[src/rtl/cnn_phase_sequencer_if.sv]
// Control bundle between the CNN phase sequencer and the solver top level.
// slave = the sequencer itself, master = whatever drives go/abort/fin/sp_en.
interface cnn_phase_sequencer_if #(
   parameter int NUM_PH = 5,
   parameter int DRV_W  = 3
);
   logic              i_go;
   logic              i_abort;
   logic [NUM_PH-1:0] i_fin;
   logic [NUM_PH-1:0] i_sp_en;
   logic [NUM_PH-1:0] o_phase_en;
   logic [DRV_W-1:0]  o_driver;
   logic              o_reset_slave;
   logic              o_busy;
   logic              o_done;
   logic              o_timeout;

   modport master (
      output i_go, i_abort, i_fin, i_sp_en,
      input  o_phase_en, o_driver, o_reset_slave, o_busy, o_done, o_timeout
   );

   modport slave (
      input  i_go, i_abort, i_fin, i_sp_en,
      output o_phase_en, o_driver, o_reset_slave, o_busy, o_done, o_timeout
   );
endinterface

[src/rtl/cnn_phase_sequencer.sv]
// Moore master FSM: runs NUM_QUAD step-1 engines then step 2, each phase with READ/WAIT/WRITE write-backs.
// Optional READ-stall watchdog enabled by defining CNN_SEQ_WATCHDOG_EN.
//
// state     | meaning
// S_IDLE    | children held in reset, waiting for go
// S_READ    | engine p enabled, watching fin[p] / sp_en[p]
// S_WAIT    | scratchpad write-back settle, WAIT_CYCLES long
// S_WRITE   | one-cycle scratchpad write, then back to READ(p)
// S_DONE    | one-cycle completion pulse
// S_TIMEOUT | one-cycle watchdog pulse (watchdog build only)
module cnn_phase_sequencer #(
   parameter int NUM_QUAD       = 4,
   parameter int DRV_W          = 3,
   parameter int WAIT_CYCLES    = 1,
   parameter int TIMEOUT_CYCLES = 4096
) (
   input logic                  clk,
   input logic                  reset,
   cnn_phase_sequencer_if.slave bus
);
   localparam int NUM_PH = NUM_QUAD + 1;
   localparam int PH_W   = (NUM_PH > 1) ? $clog2(NUM_PH) : 1;
   localparam int WC_W   = $clog2(WAIT_CYCLES + 1);
   localparam logic [PH_W-1:0] P_LAST  = PH_W'(NUM_PH - 1);
   localparam logic [WC_W-1:0] WC_LOAD = WC_W'(WAIT_CYCLES - 1);

   if (((1 << DRV_W) - 1) <= NUM_QUAD || WAIT_CYCLES < 1 || TIMEOUT_CYCLES < 1) begin : g_bad_params
      $error("cnn_phase_sequencer: illegal parameter combination");
   end

   typedef enum logic [2:0] {
      S_IDLE, S_READ, S_WAIT, S_WRITE, S_DONE, S_TIMEOUT
   } state_t;

   state_t          r_state, w_state_next;
   logic [PH_W-1:0] r_p, w_p_next;
   logic [WC_W-1:0] r_wcnt, w_wcnt_next;
   logic            w_fin_p, w_sp_p, w_wd_expired;

   assign w_fin_p = bus.i_fin[r_p];
   assign w_sp_p  = bus.i_sp_en[r_p];

`ifdef CNN_SEQ_WATCHDOG_EN
   localparam int WD_W = $clog2(TIMEOUT_CYCLES + 1);
   localparam logic [WD_W-1:0] WD_LAST = WD_W'(TIMEOUT_CYCLES - 1);
   logic [WD_W-1:0] r_wd;

   // Counts consecutive quiet READ cycles; any exit from READ or any event clears it.
   always_ff @(posedge clk or posedge reset) begin
      if (reset)
         r_wd <= '0;
      else if (r_state == S_READ && w_state_next == S_READ && !w_fin_p && !w_sp_p)
         r_wd <= r_wd + WD_W'(1);
      else
         r_wd <= '0;
   end

   assign w_wd_expired = (r_wd == WD_LAST);
`else
   assign w_wd_expired = 1'b0;
`endif

   always_ff @(posedge clk or posedge reset) begin
      if (reset) begin
         r_state <= S_IDLE;
         r_p     <= '0;
         r_wcnt  <= '0;
      end else begin
         r_state <= w_state_next;
         r_p     <= w_p_next;
         r_wcnt  <= w_wcnt_next;
      end
   end

   always_comb begin
      w_state_next = r_state;
      w_p_next     = r_p;
      w_wcnt_next  = r_wcnt;
      case (r_state)
         S_IDLE: begin
            w_p_next = '0;
            if (bus.i_go) w_state_next = S_READ;
         end
         S_READ: begin
            if (bus.i_abort) begin
               w_state_next = S_IDLE;
            end else if (w_fin_p) begin
               if (r_p == P_LAST) w_state_next = S_DONE;
               else               w_p_next     = r_p + PH_W'(1);
            end else if (w_sp_p) begin
               w_state_next = S_WAIT;
               w_wcnt_next  = WC_LOAD;
            end else if (w_wd_expired) begin
               w_state_next = S_TIMEOUT;
            end
         end
         S_WAIT: begin
            if (bus.i_abort)        w_state_next = S_IDLE;
            else if (r_wcnt == '0)  w_state_next = S_WRITE;
            else                    w_wcnt_next  = r_wcnt - WC_W'(1);
         end
         S_WRITE:   w_state_next = bus.i_abort ? S_IDLE : S_READ;
         S_DONE:    w_state_next = S_IDLE;
         S_TIMEOUT: w_state_next = S_IDLE;
         default:   w_state_next = S_IDLE;
      endcase
   end

   logic [NUM_PH-1:0] w_phase_en;
   logic [DRV_W-1:0]  w_driver;
   logic              w_reset_slave, w_busy, w_done, w_timeout;

   always_comb begin
      w_phase_en    = '0;
      w_driver      = '1;
      w_reset_slave = 1'b0;
      w_busy        = 1'b1;
      w_done        = 1'b0;
      w_timeout     = 1'b0;
      case (r_state)
         S_IDLE: begin
            w_reset_slave = 1'b1;
            w_busy        = 1'b0;
         end
         S_READ: begin
            w_phase_en = NUM_PH'(1) << r_p;
            w_driver   = DRV_W'(r_p);
         end
         S_WAIT, S_WRITE: w_driver = DRV_W'(r_p);
         S_DONE:          w_done   = 1'b1;
`ifdef CNN_SEQ_WATCHDOG_EN
         S_TIMEOUT:       w_timeout = 1'b1;
`endif
         default: ;
      endcase
   end

   assign bus.o_phase_en    = w_phase_en;
   assign bus.o_driver      = w_driver;
   assign bus.o_reset_slave = w_reset_slave;
   assign bus.o_busy        = w_busy;
   assign bus.o_done        = w_done;
   assign bus.o_timeout     = w_timeout;
endmodule

[src/flat_wrapper.sv]
// flat-port wrapper written by rule: the top's interface ports become plain ports
module cnn_phase_sequencer_flat 
#(
   parameter int NUM_QUAD       = 4,
   parameter int DRV_W          = 3,
   parameter int WAIT_CYCLES    = 1,
   parameter int TIMEOUT_CYCLES = 4096
)
  (clk, reset, bus_i_go, bus_i_abort, bus_i_fin, bus_i_sp_en, bus_o_phase_en, bus_o_driver, bus_o_reset_slave, bus_o_busy, bus_o_done, bus_o_timeout);
  cnn_phase_sequencer_if #(.NUM_PH(5), .DRV_W(DRV_W)) bus_i ();
  input logic clk;
  input logic reset;
  input wire logic [$bits(bus_i.i_go)-1:0] bus_i_go;
  input wire logic [$bits(bus_i.i_abort)-1:0] bus_i_abort;
  input wire logic [$bits(bus_i.i_fin)-1:0] bus_i_fin;
  input wire logic [$bits(bus_i.i_sp_en)-1:0] bus_i_sp_en;
  output wire logic [$bits(bus_i.o_phase_en)-1:0] bus_o_phase_en;
  output wire logic [$bits(bus_i.o_driver)-1:0] bus_o_driver;
  output wire logic [$bits(bus_i.o_reset_slave)-1:0] bus_o_reset_slave;
  output wire logic [$bits(bus_i.o_busy)-1:0] bus_o_busy;
  output wire logic [$bits(bus_i.o_done)-1:0] bus_o_done;
  output wire logic [$bits(bus_i.o_timeout)-1:0] bus_o_timeout;
  assign bus_i.i_go = bus_i_go;
  assign bus_i.i_abort = bus_i_abort;
  assign bus_i.i_fin = bus_i_fin;
  assign bus_i.i_sp_en = bus_i_sp_en;
  assign bus_o_phase_en = bus_i.o_phase_en;
  assign bus_o_driver = bus_i.o_driver;
  assign bus_o_reset_slave = bus_i.o_reset_slave;
  assign bus_o_busy = bus_i.o_busy;
  assign bus_o_done = bus_i.o_done;
  assign bus_o_timeout = bus_i.o_timeout;
  cnn_phase_sequencer #(.NUM_QUAD(NUM_QUAD), .DRV_W(DRV_W), .WAIT_CYCLES(WAIT_CYCLES), .TIMEOUT_CYCLES(TIMEOUT_CYCLES)) u_core (.clk(clk), .reset(reset), .bus(bus_i));
endmodule
[config.mk]
export PLATFORM = sky130hd
export DESIGN_NAME = cnn_phase_sequencer_flat
export DESIGN_NICKNAME = d
export VERILOG_FILES = /design/src/rtl/cnn_phase_sequencer_if.sv /design/src/rtl/cnn_phase_sequencer.sv /design/src/flat_wrapper.sv
export SDC_FILE = /design/constraint.sdc
export NUM_CORES = 1
export LEC_CHECK = 0
export BUFFER_PORTS_ARGS = -buffer_cell sky130_fd_sc_hd__buf_4
export CORE_AREA = 5 5 42 44
export CTS_BUF_LIST = sky130_fd_sc_hd__clkbuf_4 sky130_fd_sc_hd__clkbuf_8
export CTS_CLUSTER_DIAMETER = 60
export DETAILED_ROUTE_END_ITERATION = 12
export DIE_AREA = 0 0 47 49
export PLACE_DENSITY = 0.71
export SYNTH_ARGS = -nofsm -noshare
export SYNTH_HDL_FRONTEND = slang
export SYNTH_SLANG_ARGS = --single-unit
[constraint.sdc]
create_clock -name clk -period 1.8 [get_ports clk]
set_input_delay 0.18 -clock clk [delete_from_list [all_inputs] [get_ports clk]]
set_output_delay 0.18 -clock clk [all_outputs]
set_load 0.005 [all_outputs]
== Word level (Yosys, flattened, before mapping) ==
Cells that the tools add are included.
Storage, ports and cells
  register bits: 7
  input port bits: 14
  output and inout bits: 12
  word-level logic and storage cells: 57
Operators by class
  add/subtract/negate cells: 2
  order comparisons: 1
  equal/unequal tests: 15
  shift-type cells: 1
  mux-type cells: 28
  reduce and logical (&&, ||, !) cells: 7
Operators with widths (number)
  $mux W3: 11
  $pmux W3 S4: 1
  $mux W1: 11
  $ne A2 B2 Y1 const B: 5
  $reduce_and A4 Y1: 2
  $bmux W1 S3: 2
  $eq A3 B2 Y1 const B: 2
  $eq A3 B3 Y1 const B: 2
  $pmux W3 S2: 1
  $mux W5: 1
  $reduce_and A5 Y1: 1
  $shl A1 B3 Y5 const A: 1
  $lt A3 B4 Y1 const B: 1
  $ne A2 B1 Y1 const B: 2
  $ne A4 B2 Y1 const B: 1
  $ne A4 B4 Y1 const B: 1
  $reduce_bool A2 Y1: 2
  $add A3 B1 Y3 const B: 1
  $eq A3 B1 Y1 const B: 1
  $logic_not A3 Y1: 1
  $ne A3 B3 Y1 const B: 1
  $reduce_or A3 Y1: 1
  $pmux W1 S2: 1
  $sub A1 B1 Y1 const B: 1

== Depth between registers and ports, before layout ==
  depth in word-level cells: 6
  depth in mapped cells: 6

== Least setup slack after synthesis ==
Ideal clock, no wire load.
  kind: reg-to-reg
  start: register u_core.r_p[0]
  end: register u_core.r_p[2]
  setup time: 125 ps
  arrival: 1506 ps
  data required time: 1675 ps
  path slack: 169 ps
  stages on the path, launching flop included: 6
  buffers on the path: 0
  period minus slack after synthesis: 1631 ps
  cell sequence: dfrtp_1 -> mux2i_1 -> o32ai_1 -> a41o_2 -> a31o_4 -> mux2_4
On the way
  cells in the longest elaborated chain, start to end: 5
  elaborated cells on any way between the ends: 11
  classes of those cells: add/sub (1); eq/ne (3); mux (6); reduce/logical (1)
RTL lines
  start: declaration: line cnn_phase_sequencer.sv:36  | logic [PH_W-1:0] r_p, w_p_next;
  start signal: assignment: line cnn_phase_sequencer.sv:70  | r_p <= w_p_next;
  $add A3 B1 Y3: line cnn_phase_sequencer.sv:89  | else w_p_next = r_p + PH_W'(1);
  $mux W3: line cnn_phase_sequencer.sv:88  | if (r_p == P_LAST) w_state_next = S_DONE;
  $mux W3: line cnn_phase_sequencer.sv:87  | end else if (w_fin_p) begin
  $mux W3: line cnn_phase_sequencer.sv:85  | if (bus.i_abort) begin
  $pmux W3 S2: line cnn_phase_sequencer.sv:79  | case (r_state)
Several ways; a longest one is shown, not always the timed one. The select of a mux whose other input is x is not followed.
A chain may end at the register's enable or synchronous reset.

== Worst setup path in the final report ==
Ends and elaborated chain as after synthesis.

==> flow_summary.json <==
{
  "cp_max_fo": 7,
  "fillCellCount": 144,
  "die_h_um": 49,
  "clockBufferDepth": 2,
  "firstDrtPassIters": 4,
  "port_buffers": 24,
  "antennaDiodeCount": 0,
  "avgRoutedWirePerCell_um": 12.8,
  "antenna_left": 0,
  "finalSetupViolCount": 0,
  "yosys_register_bits": 6,
  "synth.net_count": 78,
  "drt_wl_total_um": 1350,
  "yosysUniqueCellTypes": 26,
  "cts_tree": "built",
  "syn_inst": 59,
  "grt_pass1_vias": 522,
  "ioPinCount": 26,
  "fin_util_pct": 55.8,
  "required_ps": 1930,
  "max-vdd-ir-drop_v": 0.000821,
  "powerDensity_mw_per_mm2": 1470,
  "overflow": 0,
  "syn_area_um2": 538,
  "cts_root_buf": "clkbuf_4",
  "hold_path_class": "in -> reg",
  "arrival_ps": 1830,
  "crit_type": "reg -> reg",
  "leakage_nw": 0.401,
  "finalHoldViolCount": 0,
  "core-area_mm2": 0.00140,
  "num_vias": 547,
  "drive_gt1_share_pct": 41.6,
  "fin_skew_ps": 5.65,
  "cap_violations": 0,
  "drt-initial-drc-count": 15,
  "drc": 0,
  "drv_slew": 0,
  "grt_pass1_wl_um": 2190,
  "yosysWarnings": 0,
  "fin_setup_tns_ps": 0,
  "startpoint_type": "register",
  "cts_htree_levels": 1,
  "synth_area_per_cell_um2": 9.12,
  "outcome": "complete, no violations",
  "dpl.hpwl_um": 1090,
  "clkLatencyLatePin_ps": 250,
  "area_delta_synth_final_pct": 45.3,
  "dieArea_mm2": 0.00230,
  "start_util_pct": 38.4,
  "viasPerCell": 5.21,
  "fmax_ghz": 0.589,
  "grt_max_degree": 9,
  "fp.dieW_um": 47,
  "clk_pin_slew_worst_paths_ps": 40,
  "min_period_over_period_pct": 94.3,
  "min_period_ps": 1700,
  "rsz0062_at_grt": "no",
  "endpoint_kind": "register",
  "cts.sinks": 6,
  "cts_made_buffers": 3,
  "yosysSeqAreaShare_pct": 27.9,
  "grt.total_usage_pct": 13.4,
  "antenna_found_initial": 0,
  "rows": 14,
  "nets": 110,
  "gp_congestion": 0.966
}
power by group:
group | internal [mW] | total (mW) | switching (mW)
clock | 0.0752 | 0.122 | 0.0464
combinational | 0.438 | 0.786 | 0.348
sequential | 0.180 | 0.243 | 0.0631
total | 0.693 | 1.15 | 0.457
placed cells by master, fill, tap and decap left out, types with 3 or more instances in the layout:
master / Yosys / layout
clkbuf_4: 0 / 3
buf_4: 1 / 28
ha_1: 5 / 5
nand2_1: 4 / 4
nor2_1: 6 / 6
nor3b_1: 4 / 4
mux2i_1: 5 / 5
dfrtp_1: 6 / 6
inv_1: 6 / 6
cell families after synthesis:
kind of cell / Yosys count / synth area share [%]
other: 1 / 0.697
adder cells (fa/ha/maj): 5 / 11.6
multiplexers: 6 / 12.1
AO/OA/AOI/OAI: 9 / 14.7
flip-flops: 6 / 27.9
AND/OR/NAND/NOR: 24 / 25.3
buffers and inverters: 8 / 7.67
per-layer routing:
metal  routed length (µm)  vias up  track usage [%]
met1                  524      243             15.4
li1                     -      272                -
met4                   38        0             7.83
met5                    0        -                0
met2                  666       24             19.9
met3                  117        8             5.54
per-stage QoR:
stage / hold slack (ps) / setup slack, ps / cell area [µm²] / cells / total power, mW
finish: 157 / 103 / 782 / 105 / 1.15
global route: 154 / 4.04 / 782 / 105 / 1.25
CTS: 150 / 91.9 / 782 / 105 / 1.16
detailed placement: 110 / 113 / 749 / 101 / 1.03
global placement: 112 / 159 / 749 / 101 / 1.02
floorplan: -29.0 / 169 / 538 / 59 / 0.686
registers in the layout, indices dropped and copies added, names as in the netlist:
signal,flops
u_core.r_state,3
u_core.r_p,3
Yosys cell counts (all sizes together):
cell	instances	area, µm²
o41ai	1	8.76
ha	5	62.6
o22ai	2	12.5
a41o	1	11.3
a31o	1	17.5
and2	1	6.26
inv	6	22.5
dfrtp	6	150
buf	2	18.8
o32ai	1	8.76
nand3	1	5.00
o21ai	2	10.0
nor3b	4	30.0
or3	4	27.5
nand2	4	15.0
o32a	1	10.0
mux2	1	15.0
nand2b	2	15.0
and3	1	6.26
mux2i	5	50.1
conb	1	3.75
nor2	6	22.5
and3b	1	8.76
worst paths after layout:
kind                            cells past startpoint                           from                            end  slack [ps]
worst max-delay path                                5      u_core.r_p[0]$_DFFE_PP0P_      u_core.r_p[2]$_DFFE_PP0P_         100
worst min-delay path                                2                       bus_i_go  u_core.r_state[0]$_DFFE_PP0P_         160
worst max register to register                      5      u_core.r_p[0]$_DFFE_PP0P_      u_core.r_p[2]$_DFFE_PP0P_         100
worst min register to register                      2  u_core.r_state[0]$_DFFE_PP0P_  u_core.r_state[0]$_DFFE_PP0P_         640
max in group asynchronous                           3                          reset  u_core.r_state[2]$_DFFE_PP0P_        1210
min in group asynchronous                           3                          reset  u_core.r_state[0]$_DFFE_PP0P_         400
critical path, stage by stage (launching register included):
cell,delay (ps)
dfrtp_1,430
mux2i_1,210
o32ai_1,100
a41o_2,280
a31o_4,260
mux2_4,300
repair_timing:
action | in CTS | in global routing
gates resized for setup | 0 | 0
buffers inserted | 0 | 0
hold endpoints to repair | 6 | 0
hold buffers | 1 | 0
area by class of cell:
cell class / count / area (µm²) / area share (%)
tap: 16 / 20.0 / 2.56
inverter: 6 / 22.5 / 2.88
multi-input combinational: 45 / 347 / 44.3
timing repair buffer: 29 / 220 / 28.2
clock buffer: 3 / 22.5 / 2.88
sequential: 6 / 150 / 19.2
No activity file was read; power rests on OpenSTA's default activity.
